--- config.mk ---
export PLATFORM = sky130hd
export DESIGN_NAME = adc_conv_sequencer
export DESIGN_NICKNAME = d
export VERILOG_FILES = /design/src/rtl/adc_conv_sequencer.sv
export SDC_FILE = /design/constraint.sdc
export NUM_CORES = 1
export LEC_CHECK = 0
export ABC_AREA = 1
export ABC_CLOCK_PERIOD_IN_PS = 5200
export CORE_MARGIN = 5
export CORE_UTILIZATION = 55
export CTS_BUF_LIST = sky130_fd_sc_hd__clkbuf_4 sky130_fd_sc_hd__clkbuf_8
export DETAILED_ROUTE_END_ITERATION = 10
export PLACE_DENSITY = 0.79
export SYNTH_ARGS = -nofsm -noshare
export SYNTH_HDL_FRONTEND = slang
export SYNTH_SLANG_ARGS = --single-unit
--- constraint.sdc ---
create_clock -name clk -period 5.2 [get_ports clk]
set_input_delay 1.3 -clock clk [delete_from_list [all_inputs] [get_ports clk]]
set_output_delay 1.3 -clock clk [all_outputs]
set_load 0.01 [all_outputs]
--- src/rtl/adc_conv_sequencer.sv ---
// Conversion sequencer for an external ADC: issues start pulses on trigger or on a
// periodic timer, waits for the (asynchronous) done strobe and queues results in a FWFT FIFO.
module adc_conv_sequencer #(
  parameter int FIFO_DEPTH   = 4,
  parameter int START_CYCLES = 2
) (
  input  logic                          clk,
  input  logic                          rst_n,
  input  logic                          cfg_enable_in,
  input  logic                          cfg_continuous_in,
  input  logic [15:0]                   cfg_period_in,
  input  logic [15:0]                   cfg_timeout_in,
  input  logic                          trigger_in,
  output logic                          start_conversion_out,
  input  logic                          conversion_finished_in,
  input  logic [15:0]                   result_in,
  input  logic                          rd_en_in,
  output logic [15:0]                   rd_data_out,
  output logic                          fifo_empty_out,
  output logic                          fifo_full_out,
  output logic [$clog2(FIFO_DEPTH):0]   fifo_level_out,
  output logic                          overflow_out,
  output logic                          timeout_out,
  input  logic                          clear_flags_in,
  output logic                          busy_out
);

  localparam int DATA_W = 16;
  localparam int PTR_W  = $clog2(FIFO_DEPTH);
  localparam int LVL_W  = PTR_W + 1;
  localparam int SC_W   = (START_CYCLES > 1) ? $clog2(START_CYCLES) : 1;

  typedef enum logic [1:0] {
    S_IDLE,
    S_START,
    S_WAIT_DONE,
    S_CAPTURE
  } state_e;

  state_e            state_q, state_d;
  logic [SC_W-1:0]   start_cnt_q, start_cnt_d;
  logic [15:0]       period_cnt_q, period_cnt_d;
  logic [15:0]       tmo_cnt_q, tmo_cnt_d;
  logic              fin_meta_q, fin_sync_q, fin_prev_q;
  logic              done_edge;
  logic              tmo_hit;
  logic              capture;

  logic [PTR_W-1:0]  wr_ptr_q, wr_ptr_d;
  logic [PTR_W-1:0]  rd_ptr_q, rd_ptr_d;
  logic [LVL_W-1:0]  level_q, level_d;
  logic              overflow_q, overflow_d;
  logic              timeout_q, timeout_d;
  logic [DATA_W-1:0] mem_q [FIFO_DEPTH];

  logic              fifo_full, fifo_empty;
  logic              rd_ok, wr_ok, ovf_set;

  assign done_edge = fin_sync_q & ~fin_prev_q;

  // The period counter is loaded with period-1 so that, counting the START entry
  // cycle itself, consecutive starts land exactly cfg_period_in cycles apart.
  always_comb begin
    state_d      = state_q;
    start_cnt_d  = start_cnt_q;
    tmo_cnt_d    = tmo_cnt_q;
    period_cnt_d = (period_cnt_q != 16'd0) ? period_cnt_q - 16'd1 : 16'd0;
    tmo_hit      = 1'b0;
    capture      = 1'b0;

    case (state_q)
      S_IDLE: begin
        if (cfg_enable_in &&
            (trigger_in || (cfg_continuous_in && (period_cnt_q == 16'd0)))) begin
          state_d      = S_START;
          start_cnt_d  = '0;
          period_cnt_d = (cfg_period_in != 16'd0) ? cfg_period_in - 16'd1 : 16'd0;
        end
      end
      S_START: begin
        if (start_cnt_q == SC_W'(START_CYCLES - 1)) begin
          state_d   = S_WAIT_DONE;
          tmo_cnt_d = '0;
        end else begin
          start_cnt_d = start_cnt_q + SC_W'(1);
        end
      end
      S_WAIT_DONE: begin
        if (done_edge) begin
          state_d = S_CAPTURE;
        end else if ((cfg_timeout_in != 16'd0) &&
                     ((17'(tmo_cnt_q) + 17'd1) >= 17'(cfg_timeout_in))) begin
          tmo_hit = 1'b1;
          state_d = S_IDLE;
        end else begin
          tmo_cnt_d = tmo_cnt_q + 16'd1;
        end
      end
      S_CAPTURE: begin
        capture = 1'b1;
        state_d = S_IDLE;
      end
      default: state_d = S_IDLE;
    endcase
  end

  assign fifo_full  = (level_q == LVL_W'(FIFO_DEPTH));
  assign fifo_empty = (level_q == '0);

  // A read frees the slot in the same cycle, so a full FIFO still accepts a capture then.
  always_comb begin
    rd_ok    = rd_en_in & ~fifo_empty;
    wr_ok    = capture & (~fifo_full | rd_ok);
    ovf_set  = capture & fifo_full & ~rd_ok;
    wr_ptr_d = wr_ok ? wr_ptr_q + PTR_W'(1) : wr_ptr_q;
    rd_ptr_d = rd_ok ? rd_ptr_q + PTR_W'(1) : rd_ptr_q;
    level_d  = level_q;
    case ({wr_ok, rd_ok})
      2'b10:   level_d = level_q + LVL_W'(1);
      2'b01:   level_d = level_q - LVL_W'(1);
      default: level_d = level_q;
    endcase
    overflow_d = ovf_set | (overflow_q & ~clear_flags_in);
    timeout_d  = tmo_hit | (timeout_q & ~clear_flags_in);
  end

  always_ff @(posedge clk or negedge rst_n) begin
    if (!rst_n) begin
      state_q      <= S_IDLE;
      start_cnt_q  <= '0;
      period_cnt_q <= '0;
      tmo_cnt_q    <= '0;
      fin_meta_q   <= 1'b0;
      fin_sync_q   <= 1'b0;
      fin_prev_q   <= 1'b0;
      wr_ptr_q     <= '0;
      rd_ptr_q     <= '0;
      level_q      <= '0;
      overflow_q   <= 1'b0;
      timeout_q    <= 1'b0;
    end else begin
      state_q      <= state_d;
      start_cnt_q  <= start_cnt_d;
      period_cnt_q <= period_cnt_d;
      tmo_cnt_q    <= tmo_cnt_d;
      fin_meta_q   <= conversion_finished_in;
      fin_sync_q   <= fin_meta_q;
      fin_prev_q   <= fin_sync_q;
      wr_ptr_q     <= wr_ptr_d;
      rd_ptr_q     <= rd_ptr_d;
      level_q      <= level_d;
      overflow_q   <= overflow_d;
      timeout_q    <= timeout_d;
    end
  end

  // Storage is data only; validity comes from the reset pointers and level.
  always_ff @(posedge clk) begin
    if (wr_ok) begin
      mem_q[wr_ptr_q] <= result_in;
    end
  end

  assign start_conversion_out = (state_q == S_START);
  assign busy_out             = (state_q != S_IDLE);
  assign rd_data_out          = fifo_empty ? '0 : mem_q[rd_ptr_q];
  assign fifo_empty_out       = fifo_empty;
  assign fifo_full_out        = fifo_full;
  assign fifo_level_out       = level_q;
  assign overflow_out         = overflow_q;
  assign timeout_out          = timeout_q;

endmodule
==> run metrics <==
internal power=1.820 mW; area grow syn2layout=18.65%; die span in x=115.0 um; Critical Path Max Stage Delay=0.72 ns; routed wire length=13.14 mm; clock power share=17.8%; synth cell count leaders=nor2_1 (120), nand2_1 (98), inv_1 (88); CP Capture Type=output pin; worst vdd ir=0.0002892 V; Worst Path Arrival=2.81 ns; status=completed; htree depth=3; Final Critical Period=4.113 ns; Slowest cell on crit path=dfrtp_1; clock skew=0.01799 ns; pwr dens=416.6 mW/mm2; reg2reg setup slack=2.18 ns; vias per cell=5.398; die area=0.01322 mm2; DRC violations left=0; starting density of the core=55.93%; hold depth=0; Routed Antenna Nets=0; synth warn=0; RSZ-0062 raised after global routing=false; Syn Nets=760; Post-synth ARST share=42.34%; actual slew at the worst max-slew pin=1.072 ns; final core utilization=66.37%; register area share after synthesis=51.09%; clock latency on the worst-skew pair=0.38 ns; fillers=868; via count=4885; first-pass GRT wire length=22.43 mm; CTS sink count=111; largest cells by area after synthesis=edfxtp_1 (32%), dfrtp_1 (19%), nor2_1 (7.4%); Final #Nets=840; Avg WL per Cell=14.52 um; Flop pwr share=40.3%; initial drt markers=394; largest area contributor in the synthesized netlist=edfxtp_1; Static Leak=3.110 nW; input/output buffers=80; max cap viols=0; setup TNS=0 ns; estimated wirelength of the detail-placed design=9.636 mm; Worst Path Max Fanout=17; Worst-path clk slew=0.13 ns; Root Buffer=clkbuf_8; final hold viol count=0; GR Util All Layers=21.13%; Net Sw Power=1.177 mW; CTS tree=built; synthesized area per cell=8.917 um2; Post-CTS Setup Inserts=0; number of synthesized flops with an enable pin=64; num ports=81; vias in the first global route=4862; Clock Path Buffers=2; Max Fclk=243.1 MHz; cts hold-fix bufs=0; largest net degree at the start of global routing=48; initial antenna violation count=0; synthesized area=0.006063 mm2; Rows=38; Die H=115.0 um; Yosys top cell area share=31.70%; global route total overflow=0; layout cell share with drive strength beyond 1=6.405%; kind of critical path=reg2out; worst hold path type=reg2reg; CORE AREA=0.01084 mm2; Setup-failing EPs final=0; CP startpoint kind=register; Final period util=79.10%; count leader, synth=nor2_1; Post-Synthesis Cells=680; drt pass-1 iters=5; Synth Flop Type=edfxtp_1; Num CTS Buffers=9; worst reg2reg path depth=19; Final Max Tran Viols=0; slew margin rel.=28.55%; routability cong.=0.8075; Synth cell types=44; Net Sw Frac=39.28%; post-CTS sizing=0; power share of the combinational group=42.0%; register bit total from synthesis=111; WP data required=3.90 ns; worst path cell trace=clkinv_1, nor2_1, o21ai_0, a21oi_1, clkdlybuf4s50_1; diodes inserted=0
==> layer usage <==
| layer | GRT usage, % | share of wire [%] | up-vias |
|---|---|---|---|
| met3 | 3.684 | 5.2 | 21 |
| li1 | - | - | 2409 |
| met4 | 5.477 | 1.3 | 0 |
| met1 | 27.38 | 43 | 2310 |
| met5 | 0 | 0 | - |
| met2 | 36.84 | 50 | 145 |
==> power groups by stage <==
stage | Combinational (mW) | Sequential [mW] | Clock, mW
after CTS | 1.26 | 1.21 | 0.542
after detailed placement | 1.25 | 1.22 | 0
after global routing | 1.42 | 1.22 | 0.583
after floorplan | 0.800 | 1.19 | 0
after global placement | 1.20 | 1.22 | 0
final | 1.26 | 1.21 | 0.533
==> state kept, by name (all words and copies together), names as in the netlist <==
signal	count
fifo_level_out	3
period_cnt_q	16
timeout_out	1
rd_ptr_q	2
tmo_cnt_q	16
fin_prev_q	1
wr_ptr_q	2
state_q	2
overflow_out	1
mem_q	64
fin_meta_q	1
start_cnt_q	1
fin_sync_q	1
==> placed cells by master (no fill, tap or decap), types with 2 or more instances in the layout <==
master / synthesis / routed
nand2_2: 4 / 4
edfxtp_1: 64 / 64
nor3b_1: 3 / 3
o22ai_1: 8 / 8
inv_1: 88 / 88
o21ai_1: 2 / 2
nand4_1: 25 / 25
nand3_1: 24 / 24
clkdlybuf4s50_1: 0 / 79
a31oi_1: 2 / 2
xor2_1: 27 / 27
inv_6: 0 / 3
xnor2_1: 7 / 7
nor2_1: 120 / 120
clkbuf_8: 0 / 9
clkinv_8: 0 / 3
nor2_2: 6 / 6
nand2_1: 98 / 98
nor4_1: 4 / 4
inv_2: 2 / 2
nand3_2: 3 / 3
nor3_1: 6 / 6
a21oi_1: 27 / 27
clkinv_1: 2 / 2
nand3_4: 2 / 2
o21ai_0: 54 / 54
ha_1: 23 / 23
buf_4: 0 / 5
nand2_4: 2 / 2
a21o_1: 2 / 2
dfrtp_1: 47 / 47
==> critical path: cells and delay by family (launching register included) <==
kind,cells,cell delay (ns)
buf+inv,2,1.16
flops,1,0.72
compound gates,2,0.31
simple gates,1,0.23
==> stage by stage <==
stage	hold slack, ns	power [mW]	std cells	setup WS (ns)	area, um2
2_1_floorplan	0.3312	1.986	680	2.474	6063
3_3_place_gp	0.3390	2.414	889	1.622	6979
3_5_place_dp	0.3544	2.478	889	1.511	6979
4_1_cts	0.3873	3.012	905	1.065	7194
5_1_grt	0.4100	3.225	905	0.8143	7194
6_report	0.3840	2.997	905	1.087	7194
==> logic make-up after synthesis <==
group / synth area share (%)
AOI/OAI and AO/OA: 8.935
xor gates and xnor gates: 4.911
adders and majority gates: 5.076
buffers and inverters: 7.222
DFF: 51.09
and+or+nand+nor: 22.76
==> path summary, 6_finish.rpt <==
path,startpoint,end
max,rd_ptr_q[1],rd_data_out[10]
max reg2reg,tmo_cnt_q[0],tmo_cnt_q[14]
min,fin_meta_q,fin_sync_q
min reg2reg,fin_meta_q,fin_sync_q
max in group asynchronous,rst_n,wr_ptr_q[1]
min in group asynchronous,rst_n,tmo_cnt_q[14]
==> area by class of cell <==
class | count | area [um2] | share of cell area, %
Sequential cell | 111 | 3098 | 43.06
Multi-Input combinational cell | 461 | 2527 | 35.13
Timing Repair Buffer | 85 | 833.3 | 11.58
Inverter | 92 | 345.3 | 4.800
Tap cell | 140 | 175.2 | 2.435
Clock buffer | 9 | 123.9 | 1.722
Clock inverter | 7 | 91.34 | 1.270
No activity file was read; power rests on OpenSTA's default activity.
